`src/rtl/puf_pkg.sv`:
```
// Shared types and sizing helpers for the arbiter-PUF evaluation sequencer.
package puf_pkg;

  localparam int PUF_C_LENGTH = 8;

  typedef enum logic [2:0] {
    ST_IDLE,
    ST_SETTLE,
    ST_FIRE,
    ST_CAPTURE,
    ST_DONE
  } puf_state_t;

  // Ceiling log2 that never returns less than 1, so counters always have a bit.
  function automatic int puf_clog2(input int value);
    int w;
    w = 1;
    while ((1 << w) < value) begin
      w = w + 1;
    end
    return w;
  endfunction

endpackage

```
`src/rtl/puf_majority_acc.sv`:
```
// Per-bit ones counters over the evaluation runs; presents the majority vote and a unanimity flag.
module puf_majority_acc
  import puf_pkg::*;
#(
  parameter int R_WIDTH  = 7,
  parameter int NUM_EVAL = 5
) (
  input  logic               i_clk,
  input  logic               i_rst,
  input  logic               i_clr,
  input  logic               i_smp,
  input  logic [R_WIDTH-1:0] i_bits,
  output logic [R_WIDTH-1:0] o_vote,
  output logic               o_stable
);

  localparam int            CW   = puf_clog2(NUM_EVAL + 1);
  localparam logic [CW-1:0] HALF = CW'(NUM_EVAL / 2);
  localparam logic [CW-1:0] ALL  = CW'(NUM_EVAL);

  logic [CW-1:0]      r_ones [R_WIDTH];
  logic [R_WIDTH-1:0] w_unan;

  always_ff @(posedge i_clk or posedge i_rst) begin
    if (i_rst) begin
      for (int b = 0; b < R_WIDTH; b++) r_ones[b] <= '0;
    end else if (i_clr) begin
      for (int b = 0; b < R_WIDTH; b++) r_ones[b] <= '0;
    end else if (i_smp) begin
      for (int b = 0; b < R_WIDTH; b++) r_ones[b] <= r_ones[b] + CW'(i_bits[b]);
    end
  end

  always_comb begin
    o_vote = '0;
    w_unan = '0;
    for (int b = 0; b < R_WIDTH; b++) begin
      o_vote[b] = (r_ones[b] > HALF);
      w_unan[b] = (r_ones[b] == '0) || (r_ones[b] == ALL);
    end
  end

  assign o_stable = &w_unan;

endmodule

```
`src/rtl/puf_eval_ctrl.sv`:
```
// Arbiter-PUF sequencer: settle/fire/capture NUM_EVAL times, then hold a voted response until taken.
// Response appears NUM_EVAL*(SETTLE_CYC+1+CAPTURE_CYC)+1 cycles after accept; no new command until it is taken.
module puf_eval_ctrl
  import puf_pkg::*;
#(
  parameter int C_LENGTH    = PUF_C_LENGTH,
  parameter int R_WIDTH     = 7,
  parameter int NUM_EVAL    = 5,
  parameter int SETTLE_CYC  = 4,
  parameter int CAPTURE_CYC = 2
) (
  input  logic                i_clk,
  input  logic                i_rst,
  input  logic                i_cmd_valid,
  output logic                o_cmd_ready,
  input  logic [C_LENGTH-1:0] i_cmd_challenge,
  output logic [C_LENGTH-1:0] o_puf_challenge,
  output logic                o_puf_pulse,
  input  logic [R_WIDTH-1:0]  i_puf_response,
  output logic                o_rsp_valid,
  input  logic                i_rsp_ready,
  output logic [R_WIDTH-1:0]  o_rsp_data,
  output logic                o_rsp_stable,
  output logic                o_busy
);

  localparam int TW = puf_clog2(SETTLE_CYC + CAPTURE_CYC + 1);
  localparam int EW = puf_clog2(NUM_EVAL + 1);

  if ((NUM_EVAL % 2) == 0) begin : g_even_eval
    $error("puf_eval_ctrl: NUM_EVAL must be odd");
  end
  if (SETTLE_CYC < 1) begin : g_bad_settle
    $error("puf_eval_ctrl: SETTLE_CYC must be at least 1");
  end
  if (CAPTURE_CYC < 2) begin : g_bad_capture
    $error("puf_eval_ctrl: CAPTURE_CYC must be at least 2");
  end

  puf_state_t          r_state;
  logic [TW-1:0]       r_tmr;
  logic [EW-1:0]       r_eval;
  logic [C_LENGTH-1:0] r_chal;
  logic                r_pulse;
  logic                r_cmd_ready;
  logic                r_busy;
  logic                r_rsp_valid;
  logic [R_WIDTH-1:0]  r_rsp_data;
  logic                r_rsp_stable;

  logic               w_accept;
  logic               w_cap_last;
  logic [R_WIDTH-1:0] w_vote;
  logic               w_stable;

  // r_cmd_ready is only ever high in IDLE, so it doubles as the state qualifier.
  assign w_accept   = r_cmd_ready & i_cmd_valid;
  assign w_cap_last = (r_state == ST_CAPTURE) && (r_tmr == TW'(CAPTURE_CYC - 1));

  // The response is treated as quasi-static: it has settled long before the sampling edge.
  puf_majority_acc #(
    .R_WIDTH  (R_WIDTH),
    .NUM_EVAL (NUM_EVAL)
  ) u_acc (
    .i_clk    (i_clk),
    .i_rst    (i_rst),
    .i_clr    (w_accept),
    .i_smp    (w_cap_last),
    .i_bits   (i_puf_response),
    .o_vote   (w_vote),
    .o_stable (w_stable)
  );

  always_ff @(posedge i_clk or posedge i_rst) begin
    if (i_rst) begin
      r_state      <= ST_IDLE;
      r_tmr        <= '0;
      r_eval       <= '0;
      r_chal       <= '0;
      r_pulse      <= 1'b0;
      r_cmd_ready  <= 1'b0;
      r_busy       <= 1'b0;
      r_rsp_valid  <= 1'b0;
      r_rsp_data   <= '0;
      r_rsp_stable <= 1'b0;
    end else begin
      case (r_state)
        ST_IDLE: begin
          if (w_accept) begin
            r_state     <= ST_SETTLE;
            r_tmr       <= '0;
            r_eval      <= '0;
            r_chal      <= i_cmd_challenge;
            r_cmd_ready <= 1'b0;
            r_busy      <= 1'b1;
          end else begin
            r_cmd_ready <= 1'b1;
          end
        end
        ST_SETTLE: begin
          if (r_tmr == TW'(SETTLE_CYC - 1)) begin
            r_state <= ST_FIRE;
            r_tmr   <= '0;
            r_pulse <= 1'b1;
          end else begin
            r_tmr <= r_tmr + TW'(1);
          end
        end
        ST_FIRE: begin
          r_state <= ST_CAPTURE;
        end
        ST_CAPTURE: begin
          if (w_cap_last) begin
            r_tmr   <= '0;
            r_pulse <= 1'b0;
            if (r_eval == EW'(NUM_EVAL - 1)) begin
              r_state <= ST_DONE;
            end else begin
              r_state <= ST_SETTLE;
              r_eval  <= r_eval + EW'(1);
            end
          end else begin
            r_tmr <= r_tmr + TW'(1);
          end
        end
        ST_DONE: begin
          // First DONE cycle lets the final sample land in the counters before voting.
          if (!r_rsp_valid) begin
            r_rsp_valid  <= 1'b1;
            r_rsp_data   <= w_vote;
            r_rsp_stable <= w_stable;
          end else if (i_rsp_ready) begin
            r_rsp_valid <= 1'b0;
            r_state     <= ST_IDLE;
            r_busy      <= 1'b0;
            r_cmd_ready <= 1'b1;
          end
        end
        default: begin
          r_state <= ST_IDLE;
          r_pulse <= 1'b0;
          r_busy  <= 1'b0;
        end
      endcase
    end
  end

  assign o_cmd_ready     = r_cmd_ready;
  assign o_puf_challenge = r_chal;
  assign o_puf_pulse     = r_pulse;
  assign o_rsp_valid     = r_rsp_valid;
  assign o_rsp_data      = r_rsp_data;
  assign o_rsp_stable    = r_rsp_stable;
  assign o_busy          = r_busy;

endmodule

```
`config.mk`:
```
export PLATFORM = sky130hd
export DESIGN_NAME = puf_eval_ctrl
export DESIGN_NICKNAME = d
export VERILOG_FILES = /design/src/rtl/puf_pkg.sv /design/src/rtl/puf_majority_acc.sv /design/src/rtl/puf_eval_ctrl.sv
export SDC_FILE = /design/constraint.sdc
export NUM_CORES = 1
export LEC_CHECK = 0
export ABC_AREA = 0
export CAP_MARGIN = 20
export CORE_UTILIZATION = 58
export DETAILED_ROUTE_END_ITERATION = 10
export PLACE_DENSITY = 0.95
export SLEW_MARGIN = 0
export SYNTH_ARGS = -nofsm -noshare
export SYNTH_HDL_FRONTEND = slang
export SYNTH_SLANG_ARGS = --single-unit
export TNS_END_PERCENT = 1
```
`constraint.sdc`:
```
create_clock -name i_clk -period 3.1 [get_ports i_clk]
set_input_delay 0.62 -clock i_clk [delete_from_list [all_inputs] [get_ports i_clk]]
set_output_delay 0.62 -clock i_clk [all_outputs]
set_load 0.005 [all_outputs]
```
==> impl_results.md <==
- Chip Height: 68.34 µm
- PostCTS Resize Cnt: 0
- First-pass GRT wire length: 8418 µm
- Endpoints failing hold: 0
- Seq/Total Area, Yosys: 49.02%
- Maximum VDD drop: 0.4877 mV
- Startpoint types: input pin
- Total Routing Usage GR: 25.16%
- Avg Vias per Cell: 5.715
- Worst Max-Slew Pin Slew: 0.6973 ns
- Worst Path Required: 3.30 ns
- Top_reg_cell synth: dfrtp_1
- MaxCap Viol Count: 0
- Syn Area/Cell: 10.17 µm²
- Post-DP HPWL: 3625 µm
- Switching power: between 0.0007 and 0.0008 W
- # port buffers: 38
- Initial antenna violation count: 0
- Top cell type's share of synthesized area: 49.02%
- Die width: 68.34 µm
- FFs w/ async S/R, synth: 100.0%
- Post-DRT Antenna Nets: 0
- Critical path endpoint category: flop
- Final period utilization: 63.17%
- Reg clk slew, reported paths: 0.09 ns
- Synth cell count leaders: dfrtp_1, nand2_1, a21oi_1
- Share of total power in combinational logic: a little over a third
- Final setup fails: 0
- Post-synth EDFFs: 0
- Setup tns final: 0 ns
- Synthesized instance count: around 250
- Remaining routing DRC violations: 0
- Initial Util: 62.02%
- Setup Buffers After CTS: 0
- WHS: between 0.4 and 0.5 ns
- Clock power frac: 19.0%
- Largest net degree at the start of global routing: 23
- Status: complete, no violations
- Worst Path Max Fanout: 13
- Drt pass-1 iters: 4
- Int Pwr: 0.001301 W
- Sink Count: 50
- Max-slew violation count: 0
- Vias after detailed routing: about 2000
- # nets final: 328
- Synth-to-layout area growth: 18.73%
- Sw Share: 35.22%
- RSZ-0062 raised after global routing: false
- Flop and latch count out of synthesis: 50
- Die area: 0.004670 mm²
- Reg power frac: a little under half
- Setup Skew: 0.007718 ns
- I/O pin count: 39
- Gpl congestion: 0.8071
- Total CTS buffers: 5
- Initial DRC count: between 100 and 150
- CTS Hold Bufs: 0
- Most frequent cell after synthesis: dfrtp_1
- Overflow after GRT: 0
- Max Freq: a little over 500 MHz
- Vias in the first global route: 1873
- Synthesized area: 0.002552 mm²
- CP arrival: 2.16 ns
- Core Area: 0.004115 mm²
- Syn Nets: 290
- Pwr/cell area: around 660 mW/mm²
- Fin crit period: 1.958 ns
- Min-delay worst type: flop to flop
- Row count: 23
- Cell taking the most area after synthesis: dfrtp_1
- Ant diodes: 0
- H-tree levels: 2
- Synth warnings: 0
- P_leak: 1.400 nW
- Synth area leaders: dfrtp_1, ha_1, nand2_1
- Slew margin rel.: 53.16%
- Bufs on Longest Clock Path: 2
- CP Class: input pin to flop
- Share of cells above drive strength 1: 9.310%
- Root Buffer: clkbuf_8
- CTS tree: done
- Routed WL: 5166 µm
- Netlist cell types: 35
- DR WL/cell: about 15 µm
- Clock network latency to the later pin of the worst-skew pair: 0.31 ns
sequential cells by signal (all words and copies together), names as in the netlist:
register / count
o_busy: 1
o_cmd_ready: 1
o_puf_challenge: 8
o_puf_pulse: 1
o_rsp_data: 7
o_rsp_stable: 1
o_rsp_valid: 1
r_eval: 3
r_state: 3
r_tmr: 3
u_acc.r_ones: 21
power by group through the flow:
stage                     Sequential (W)  Combinational (W)  Clock (W)
final                           0.000925           0.000702   0.000382
after global routing            0.000944           0.000776   0.000412
after CTS                       0.000924           0.000703   0.000384
after detailed placement        0.000934           0.000700          0
after global placement          0.000923           0.000665          0
after floorplan                 0.000890           0.000471          0
cells by family (layout without fill, tap and decap cells):
logic type / Yosys count / count (layout) / synth area share, %
simple gates: 92 / 92 / 17.50
flops: 50 / 50 / 49.02
compound gates: 46 / 46 / 9.951
fa+ha+maj: 20 / 20 / 9.804
buf+inv: 18 / 57 / 4.216
xor+xnor: 14 / 14 / 4.804
mux: 11 / 11 / 4.706
final cells by class:
cell class	instances	area, µm²
Timing Repair Buffer	42	410.4
Fill cell	282	1085
Clock inverter	2	13.76
Tap cell	50	62.56
Sequential cell	50	1251
Multi-Input combinational cell	183	1194
Inverter	7	26.28
Clock buffer	6	72.57
critical path, cell delays in order:
cell and delay (ns):
clkdlybuf4s50_1 0.47, nand2_1 0.11, nor4_4 0.54, mux2_2 0.42
per-layer routing:
layer / wire, µm / vias up / GRT usage [%]
met2: 2531 / 69 / 39.71
met5: 0 / - / 0
met4: 121 / 0 / 9.896
met3: 298 / 14 / 6.167
met1: 2215 / 938 / 33.15
li1: - / 922 / -
path summary, 6_finish.rpt:
kind	from	to	slack, ns	cells after the start
max in group asynchronous	i_rst	o_puf_pulse$_DFFE_PP0P_	1.91	3
setup reg to reg	r_state[1]$_DFFE_PP0P_	u_acc.r_ones[18]$_DFFE_PP0P_	1.25	4
setup / recovery	i_cmd_valid	o_puf_challenge[4]$_DFFE_PP0P_	1.14	4
min in group asynchronous	i_rst	u_acc.r_ones[3]$_DFFE_PP0P_	0.63	2
hold reg to reg	o_busy$_DFFE_PP0P_	o_busy$_DFFE_PP0P_	0.49	1
hold / removal	o_busy$_DFFE_PP0P_	o_busy$_DFFE_PP0P_	0.49	1
through the flow:
stage	instance area (µm²)	utilization [%]	instances	worst slack, ns	total power (W)
floorplan	2552	-	251	1.279	0.001361
global placement	2944	71.54	332	0.8338	0.001588
detailed placement	2944	71.54	332	0.7772	0.001634
CTS	3030	73.64	340	1.119	0.002011
global route	3030	73.64	340	0.9989	0.002133
finish	3030	73.64	340	1.142	0.002009
cells in the final DEF, fill, tap and decap left out, types with 3 or more instances in the layout:
cell / count
o21ai_1: 3
inv_1: 6
mux2_2: 8
clkbuf_8: 5
ha_1: 20
xnor2_1: 3
xor2_1: 11
o21ai_0: 3
nand3_1: 10
nor2_1: 21
nand3b_1: 4
mux2i_1: 3
buf_4: 4
clkdlybuf4s50_1: 38
dfrtp_1: 50
a21oi_1: 31
nand2_1: 43
(Power assumes the default switching activity.)
